$ cat src/rtl/multicycle_control.sv
// Main control FSM for the multi-cycle MIPS datapath.
// It steps each instruction through fetch, decode, execute, memory and writeback.
// Memory states wait for mem_ready and give up after WAIT_TIMEOUT not-ready cycles.
// Control outputs are Moore-decoded from the state register and held at 0 while in reset.
module multicycle_control #(
  parameter int unsigned WAIT_TIMEOUT = 16,
  parameter int unsigned TMO_W        = 5
) (
  input  logic       clk,
  input  logic       rst_n,
  input  logic [5:0] opcode,
  input  logic       mem_ready,
  output logic       PCWrite,
  output logic       PCWriteCond,
  output logic       IorD,
  output logic       MemRead,
  output logic       MemWrite,
  output logic       MemtoReg,
  output logic       IRWrite,
  output logic       RegDst,
  output logic       RegWrite,
  output logic       ALUSrcA,
  output logic [1:0] ALUSrcB,
  output logic [1:0] ALUOp,
  output logic [1:0] PCSource,
  output logic [3:0] state,
  output logic       instr_done,
  output logic       illegal_op,
  output logic       bus_error
);

  typedef enum logic [3:0] {
    StFetch    = 4'd0,
    StDecode   = 4'd1,
    StMemAddr  = 4'd2,
    StMemRead  = 4'd3,
    StMemWb    = 4'd4,
    StMemWrite = 4'd5,
    StExecute  = 4'd6,
    StRtypeWb  = 4'd7,
    StBranch   = 4'd8,
    StJump     = 4'd9
  } state_e;

  localparam logic [5:0] OpRtype = 6'b000000;
  localparam logic [5:0] OpLw    = 6'b100011;
  localparam logic [5:0] OpSw    = 6'b101011;
  localparam logic [5:0] OpBeq   = 6'b000100;
  localparam logic [5:0] OpJ     = 6'b000010;

  localparam bit             TmoEn  = (WAIT_TIMEOUT != 0);
  localparam logic [TMO_W-1:0] TmoVal = TMO_W'(WAIT_TIMEOUT);

  state_e             r_state;
  logic [5:0]         r_op;
  logic [TMO_W-1:0]   r_wait_cnt;
  logic               r_instr_done;
  logic               r_illegal_op;
  logic               r_bus_error;

  state_e             w_state_next;
  logic [5:0]         w_op_next;
  logic [TMO_W-1:0]   w_wait_next;
  logic               w_done_next;
  logic               w_illegal_next;
  logic               w_buserr_next;
  logic               w_waiting;
  logic               w_timeout;

  // States that stall on the memory handshake.
  assign w_waiting = (r_state == StFetch) || (r_state == StMemRead) || (r_state == StMemWrite);

  // mem_ready wins over an expiring counter: the access completes instead of aborting.
  assign w_timeout = TmoEn && w_waiting && !mem_ready && (r_wait_cnt == TmoVal);

  // Next-state, opcode latch and retirement/error pulse decode.
  always_comb begin
    w_state_next   = r_state;
    w_op_next      = r_op;
    w_done_next    = 1'b0;
    w_illegal_next = 1'b0;
    w_buserr_next  = 1'b0;
    case (r_state)
      StFetch: begin
        if (mem_ready) begin
          w_state_next = StDecode;
        end else if (w_timeout) begin
          // Retry the fetch from scratch; the counter clears below.
          w_state_next  = StFetch;
          w_buserr_next = 1'b1;
        end
      end
      StDecode: begin
        w_op_next = opcode;
        case (opcode)
          OpLw, OpSw: w_state_next = StMemAddr;
          OpRtype:    w_state_next = StExecute;
          OpBeq:      w_state_next = StBranch;
          OpJ:        w_state_next = StJump;
          default: begin
            w_state_next   = StFetch;
            w_illegal_next = 1'b1;
          end
        endcase
      end
      StMemAddr: begin
        if (r_op == OpLw) begin
          w_state_next = StMemRead;
        end else if (r_op == OpSw) begin
          w_state_next = StMemWrite;
        end else begin
          w_state_next = StFetch;
        end
      end
      StMemRead: begin
        if (mem_ready) begin
          w_state_next = StMemWb;
        end else if (w_timeout) begin
          // Abandon the load; writeback never happens.
          w_state_next  = StFetch;
          w_buserr_next = 1'b1;
        end
      end
      StMemWb: begin
        w_state_next = StFetch;
        w_done_next  = 1'b1;
      end
      StMemWrite: begin
        if (mem_ready) begin
          w_state_next = StFetch;
          w_done_next  = 1'b1;
        end else if (w_timeout) begin
          w_state_next  = StFetch;
          w_buserr_next = 1'b1;
        end
      end
      StExecute: begin
        w_state_next = StRtypeWb;
      end
      StRtypeWb, StBranch, StJump: begin
        w_state_next = StFetch;
        w_done_next  = 1'b1;
      end
      default: begin
        w_state_next = StFetch;
      end
    endcase
  end

  // Wait counter: counts consecutive stalled cycles, clears on ready, timeout or state change.
  always_comb begin
    w_wait_next = '0;
    if (w_waiting && !mem_ready && !w_timeout && (w_state_next == r_state)) begin
      w_wait_next = (r_wait_cnt == '1) ? r_wait_cnt : r_wait_cnt + TMO_W'(1);
    end
  end

  // State, opcode latch, wait counter and registered pulses.
  always_ff @(posedge clk or negedge rst_n) begin
    if (!rst_n) begin
      r_state      <= StFetch;
      r_op         <= '0;
      r_wait_cnt   <= '0;
      r_instr_done <= 1'b0;
      r_illegal_op <= 1'b0;
      r_bus_error  <= 1'b0;
    end else begin
      r_state      <= w_state_next;
      r_op         <= w_op_next;
      r_wait_cnt   <= w_wait_next;
      r_instr_done <= w_done_next;
      r_illegal_op <= w_illegal_next;
      r_bus_error  <= w_buserr_next;
    end
  end

  // Moore control decode; rst_n gates everything so reset drops strobes without waiting a clock.
  always_comb begin
    PCWrite     = 1'b0;
    PCWriteCond = 1'b0;
    IorD        = 1'b0;
    MemRead     = 1'b0;
    MemWrite    = 1'b0;
    MemtoReg    = 1'b0;
    IRWrite     = 1'b0;
    RegDst      = 1'b0;
    RegWrite    = 1'b0;
    ALUSrcA     = 1'b0;
    ALUSrcB     = 2'b00;
    ALUOp       = 2'b00;
    PCSource    = 2'b00;
    if (rst_n) begin
      case (r_state)
        StFetch: begin
          MemRead = 1'b1;
          ALUSrcB = 2'b01;
          // PC+4 and IR load only commit once the instruction word is actually there.
          IRWrite = mem_ready;
          PCWrite = mem_ready;
        end
        StDecode: begin
          ALUSrcB = 2'b11;
        end
        StMemAddr: begin
          ALUSrcA = 1'b1;
          ALUSrcB = 2'b10;
        end
        StMemRead: begin
          MemRead = 1'b1;
          IorD    = 1'b1;
        end
        StMemWb: begin
          MemtoReg = 1'b1;
          RegWrite = 1'b1;
        end
        StMemWrite: begin
          MemWrite = 1'b1;
          IorD     = 1'b1;
        end
        StExecute: begin
          ALUSrcA = 1'b1;
          ALUOp   = 2'b10;
        end
        StRtypeWb: begin
          RegDst   = 1'b1;
          RegWrite = 1'b1;
        end
        StBranch: begin
          ALUSrcA     = 1'b1;
          ALUOp       = 2'b01;
          PCWriteCond = 1'b1;
          PCSource    = 2'b01;
        end
        StJump: begin
          PCWrite  = 1'b1;
          PCSource = 2'b10;
        end
        default: begin
          PCWrite = 1'b0;
        end
      endcase
    end
  end

  assign state      = r_state;
  assign instr_done = r_instr_done;
  assign illegal_op = r_illegal_op;
  assign bus_error  = r_bus_error;

endmodule

$ cat config.mk
export PLATFORM = sky130hd
export DESIGN_NAME = multicycle_control
export DESIGN_NICKNAME = d
export VERILOG_FILES = /design/src/rtl/multicycle_control.sv
export SDC_FILE = /design/constraint.sdc
export NUM_CORES = 1
export LEC_CHECK = 0
export ABC_CLOCK_PERIOD_IN_PS = 3500
export CAP_MARGIN = 0
export CORE_MARGIN = 3
export CORE_UTILIZATION = 45
export DETAILED_ROUTE_END_ITERATION = 10
export GPL_TIMING_DRIVEN = 1
export PLACE_DENSITY = 0.79
export SETUP_SLACK_MARGIN = 0.05
export SLEW_MARGIN = 20
export SYNTH_ARGS = -nofsm -noshare
export SYNTH_HDL_FRONTEND = slang
export SYNTH_SLANG_ARGS = --single-unit
$ cat constraint.sdc
create_clock -name clk -period 3.5 [get_ports clk]
set_input_delay 0.525 -clock clk [delete_from_list [all_inputs] [get_ports clk]]
set_output_delay 0.525 -clock clk [all_outputs]
set_load 0.01 [all_outputs]
==> reports/metrics.csv, run 1 <==
metric;value;unit
outcome;completed;
die_width;56.2;um
yosysMostFrequentCell;nand2_1;
cts_resized;0;
cp-start-kind;flip-flop;
gr-total-overflow;0;
power_density;314;mW/mm^2
first_global_vias;998;
slew-limit-headroom;65.1;%
crit_type;flip-flop to output pin;
htree_num_levels;1;
placementRows;17;
track_usage;18.8;%
yosys-top-cells-area;dfrtp_1, nand2_1, nor2_1;
cts_sinks;18;
drt-initial-drc-count;22;
reg2regPathDepth;6;
placed_area;0.00146;mm^2
ys_warn_count;0;
crit_path_start;state[0]$_DFF_PN0_;
ys_ff_latch;18;
syn-instance-count;132;
cts_tree;done;
synth_ff_type;dfrtp_1;
worst-r2r-setup-slack;1830;ps
synth-simple-area-share;37.0;%
pin_count;32;
io_buffers;31;
yosys.area_share.xor_xnor;4.64;%
die_area;0.00316;mm^2
seqPwrFrac;51.9;%
worstReg2RegEnd;state[0]$_DFF_PN0_;
cts_inserted_buffers;3;
cp.arrival;2180;ps
drive_gt1_share;6.13;%
cts.path.max_buffers;2;
wire_per_inst;14.5;um
yosysTopAreaCellShare;39.7;%
fin_crit;2700;ps
start_util;49.3;%
p_int;337;uW
crit_end;PCWrite;
switching_share;28.0;%
clkTransAtPathRegs;100;ps
postCtsSetupRepairBufs;0;
synth_largest_area_cell;dfrtp_1;
cap_violations;0;
timing.fmax;370;MHz
syn_area;0.00113;mm^2
synth-async-reset-ratio;100;%
p_total;468;uW
synthToLayoutAreaGrowth;31.6;%
hold_violations;0;
synth_compound_area_share;8.83;%
fin_nets;176;
syn_area_per_cell;8.59;um^2
period_share;77.2;%
synth_nets;144;
synth_fa_ha_area_share;3.31;%
p_leak;0.654;nW
min_path_type;flip-flop to flip-flop;
p_sw;131;uW
peakVddDrop;0.267;mV
synth_mux_area_share;1.77;%
num_vias;1059;
end_kind;output pin;
rsz0062_at_grt;no;
clkLatencyLatePin;290;ps
tightest_slew;523;ps
synth_commonest_cells;nand2_1, dfrtp_1, nor2_1;
synth_edf_count;0;
routabilityCongestion;0.804;
hold_slack;481;ps
synth.distinct_cells;36;
design_area;0.00149;mm^2
skew;6.27;ps
diodes;0;
drv_slew;0;
grt_pass1_wl;4.69;mm
drtAntennaViolNets;0;
final_util;64.9;%
power.share.clock;27.1;%
vias_per_cell;5.54;
path_max_fanout;14;
combPwrFrac;21.0;%
synth_top_family_by_area;simple AND/OR/NAND/NOR gates;
routed_wl;2.77;mm
finalSetupTns;0;ps
dieHeight;56.2;um
antenna_found_initial;0;
cts_root_buffer;clkbuf_4;
setup_viol;0;
reg2reg_from;r_wait_cnt[0]$_DFFE_PN0P_;
drc;0;
grt_max_degree;20;
dp_hpwl;2.14;mm
ctsHoldBuffers;0;
seq_area_frac_synth;39.7;%
drt-pass1-iter-count;4;
core;0.00230;mm^2
required;2970;ps
[final cells by class]
type	count	area (um^2)
fill	219	806
clock buffer	4	36.3
tap	28	35.0
inverter	6	22.5
multi-input combinational	103	629
timing repair buffer	32	318
sequential	18	450
[cell usage in the layout (no fill, tap or decap), types with 4 or more instances in the layout]
master            n
a21oi_1           4
clkdlybuf4s50_1  31
dfrtp_1          18
inv_1             6
nand2_1          24
nor2_1           18
nor2b_1           4
nor4_1            4
xor2_1            4
[per-layer routing]
| layer | part of all wire, % | up-vias | track usage [%] |
|---|---|---|---|
| li1 | - | 520 | - |
| met1 | 45 | 511 | 25.3 |
| met2 | 49 | 26 | 28.4 |
| met3 | 4.7 | 2 | 5.80 |
| met4 | 0.65 | 0 | 6.44 |
| met5 | 0 | - | 0 |
[state kept, by name (all words and copies together) (netlist names)]
name	cells
bus_error	1
r_wait_cnt	5
r_op	6
state	4
instr_done	1
illegal_op	1
[worst max-delay path, stage by stage (launching register included)]
cell	delay (ps)
dfrtp_1	560
or2_2	410
nor3_1	240
or2_2	150
clkdlybuf4s50_1	520
[power groups by stage]
stage	sequential [mW]	clock [mW]	combinational [mW]
after floorplan	0.242	0	0.0575
after global placement	0.246	0	0.0954
after detailed placement	0.247	0	0.0977
after CTS	0.243	0.129	0.0984
after global routing	0.246	0.140	0.108
final	0.243	0.127	0.0982
[worst min-delay path by stage]
stage / startpoint / endpoint / slack (ps) / cells after the start
floorplan: rst_n / bus_error$_DFF_PN0_ / 230 / 0
global placement: r_op[4]$_DFFE_PN0P_ / r_op[4]$_DFFE_PN0P_ / 460 / 2
detailed placement: r_op[5]$_DFFE_PN0P_ / r_op[5]$_DFFE_PN0P_ / 460 / 2
CTS: r_op[5]$_DFFE_PN0P_ / r_op[5]$_DFFE_PN0P_ / 480 / 2
global route: r_op[0]$_DFFE_PN0P_ / r_op[0]$_DFFE_PN0P_ / 510 / 2
finish: r_op[5]$_DFFE_PN0P_ / r_op[5]$_DFFE_PN0P_ / 480 / 2
[logic make-up after synthesis]
| group | count (synthesis) |
|---|---|
| multiplexers | 2 |
| adder cells (fa/ha/maj) | 3 |
| AO/OA/AOI/OAI | 15 |
| buffers and inverters | 11 |
| XOR/XNOR | 6 |
| flip-flops | 18 |
| AND/OR/NAND/NOR | 77 |
[per-stage QoR]
stage | std cells | setup slack (ps)
after floorplan | 132 | 1590
after detailed placement | 187 | 797
after CTS | 191 | 783
after global routing | 191 | 641
final | 191 | 799
after global placement | 187 | 831
(Power assumes the default switching activity.)
==> inputs of run 2 (changes only) <==
--- a/config.mk
+++ b/config.mk
@@ -5,7 +5,7 @@
 export SDC_FILE = /design/constraint.sdc
 export NUM_CORES = 1
 export LEC_CHECK = 0
-export ABC_CLOCK_PERIOD_IN_PS = 3500
+export ABC_CLOCK_PERIOD_IN_PS = 2600
 export CAP_MARGIN = 0
 export CORE_MARGIN = 3
 export CORE_UTILIZATION = 45
==> constraint.sdc (replaced) <==
create_clock -name clk -period 2.6 [get_ports clk]
set_input_delay 0.39 -clock clk [delete_from_list [all_inputs] [get_ports clk]]
set_output_delay 0.39 -clock clk [all_outputs]
set_load 0.01 [all_outputs]
==> reports/metrics.csv, run 2 (synthesis gave the netlist of run 1 again) <==
metric;value;unit
outcome;completed;
dp.cells;189;
wire_per_inst;14.6;um
hold_slack;483;ps
cp-start-kind;flip-flop;
io_buffers;31;
die_width;56.2;um
largest_reg_flops;6;
first_global_vias;1072;
cts_root_buffer;clkbuf_4;
crit_type;flip-flop to output pin;
fin_crit;2410;ps
slew-limit-headroom;72.9;%
drive_gt1_share;9.09;%
pin_count;32;
routabilityCongestion;0.828;
end_kind;output pin;
core;0.00230;mm^2
diodes;0;
placed_area;0.00147;mm^2
required;2210;ps
drt-pass1-iter-count;4;
cts_inserted_buffers;3;
setup_slack;194;ps
dr_wl_met3;197;um
drt-initial-drc-count;24;
dieHeight;56.2;um
tightest_slew;403;ps
timing.fmax;416;MHz
ctsHoldBuffers;0;
path_max_fanout;12;
dr_wl_met2;1.44;mm
instances_no_fill;193;
drc;0;
cp.arrival;2020;ps
fin_nets;178;
rsz0062_at_grt;no;
start_util;49.3;%
cts_sinks;18;
cts.path.max_buffers;2;
min_path_type;flip-flop to flip-flop;
skew;4.21;ps
vias_per_cell;5.60;
cap_violations;0;
setup_viol;0;
drv_slew;0;
finalSetupTns;0;ps
final_util;65.9;%
cts_tree;done;
p_total;638;uW
die_area;0.00316;mm^2
clkTransAtPathRegs;100;ps
routed_wl;2.81;mm
wl_met1;1.17;mm
power_density;421;mW/mm^2
top_layer;met4;
period_share;92.5;%
p_leak;0.662;nW
gr-total-overflow;0;
pre_cts_slack;229;ps
track_usage;18.1;%
synthToLayoutAreaGrowth;33.6;%
final_cell_mix;clkdlybuf4s50_1, nand2_1, nor2_1;
placementRows;17;
design_area;0.00151;mm^2
final_common_cell;clkdlybuf4s50_1;
drtAntennaViolNets;0;
num_vias;1081;
hold_violations;0;
dp_hpwl;2.13;mm
antenna_found_initial;0;
fillers;192;
grt_max_degree;15;
grt_pass1_wl;4.59;mm
peakVddDrop;0.402;mV
htree_num_levels;1;
clkLatencyLatePin;300;ps
top_register;r_op;
run 2: cell count changes in the layout (fill, tap and decap cells not counted), sizes merged:
cell	change
buf	+2
run 2: final cells by class:
class,count,area (um^2),share of cell area [%]
Multi-Input combinational cell,103,634,41.9
Sequential cell,18,453,29.9
Tap cell,28,35.0,2.31
Timing Repair Buffer,34,333,22.0
Inverter,6,22.5,1.49
Clock buffer,4,36.3,2.40
run 2: final timing paths:
kind,from,to,slack [ps],depth (start not counted)
worst max-delay path,state[1]$_DFF_PN0_,PCWrite,190,4
worst min-delay path,r_op[5]$_DFFE_PN0P_,r_op[5]$_DFFE_PN0P_,480,2
worst max register to register,r_wait_cnt[0]$_DFFE_PN0P_,r_wait_cnt[3]$_DFFE_PN0P_,880,6
worst min register to register,r_op[5]$_DFFE_PN0P_,r_op[5]$_DFFE_PN0P_,480,2
max in group asynchronous,rst_n,state[1]$_DFF_PN0_,1820,2
min in group asynchronous,rst_n,state[0]$_DFF_PN0_,560,2
run 2: what timing repair did:
item,in CTS,in global routing
buffers inserted,0,0
setup endpoints to repair,0,7
gates resized for setup,0,3
run 2: worst max-delay path, stage by stage, from the launching register on:
cell and delay [ps]:
dfrtp_2 510, or2_2 380, nor3_2 180, or2_2 130
clkdlybuf4s50_1 520
run 2: power by group:
group          internal [mW]  switching, mW  total [mW]
combinational         0.0663         0.0755       0.142
sequential             0.306         0.0161       0.322
clock                 0.0854         0.0889       0.174
run 2: routing by layer:
metal	GRT usage [%]	vias up
met5	0	-
met3	5.10	2
met2	31.9	40
met1	21.6	515
li1	-	524
met4	4.07	0
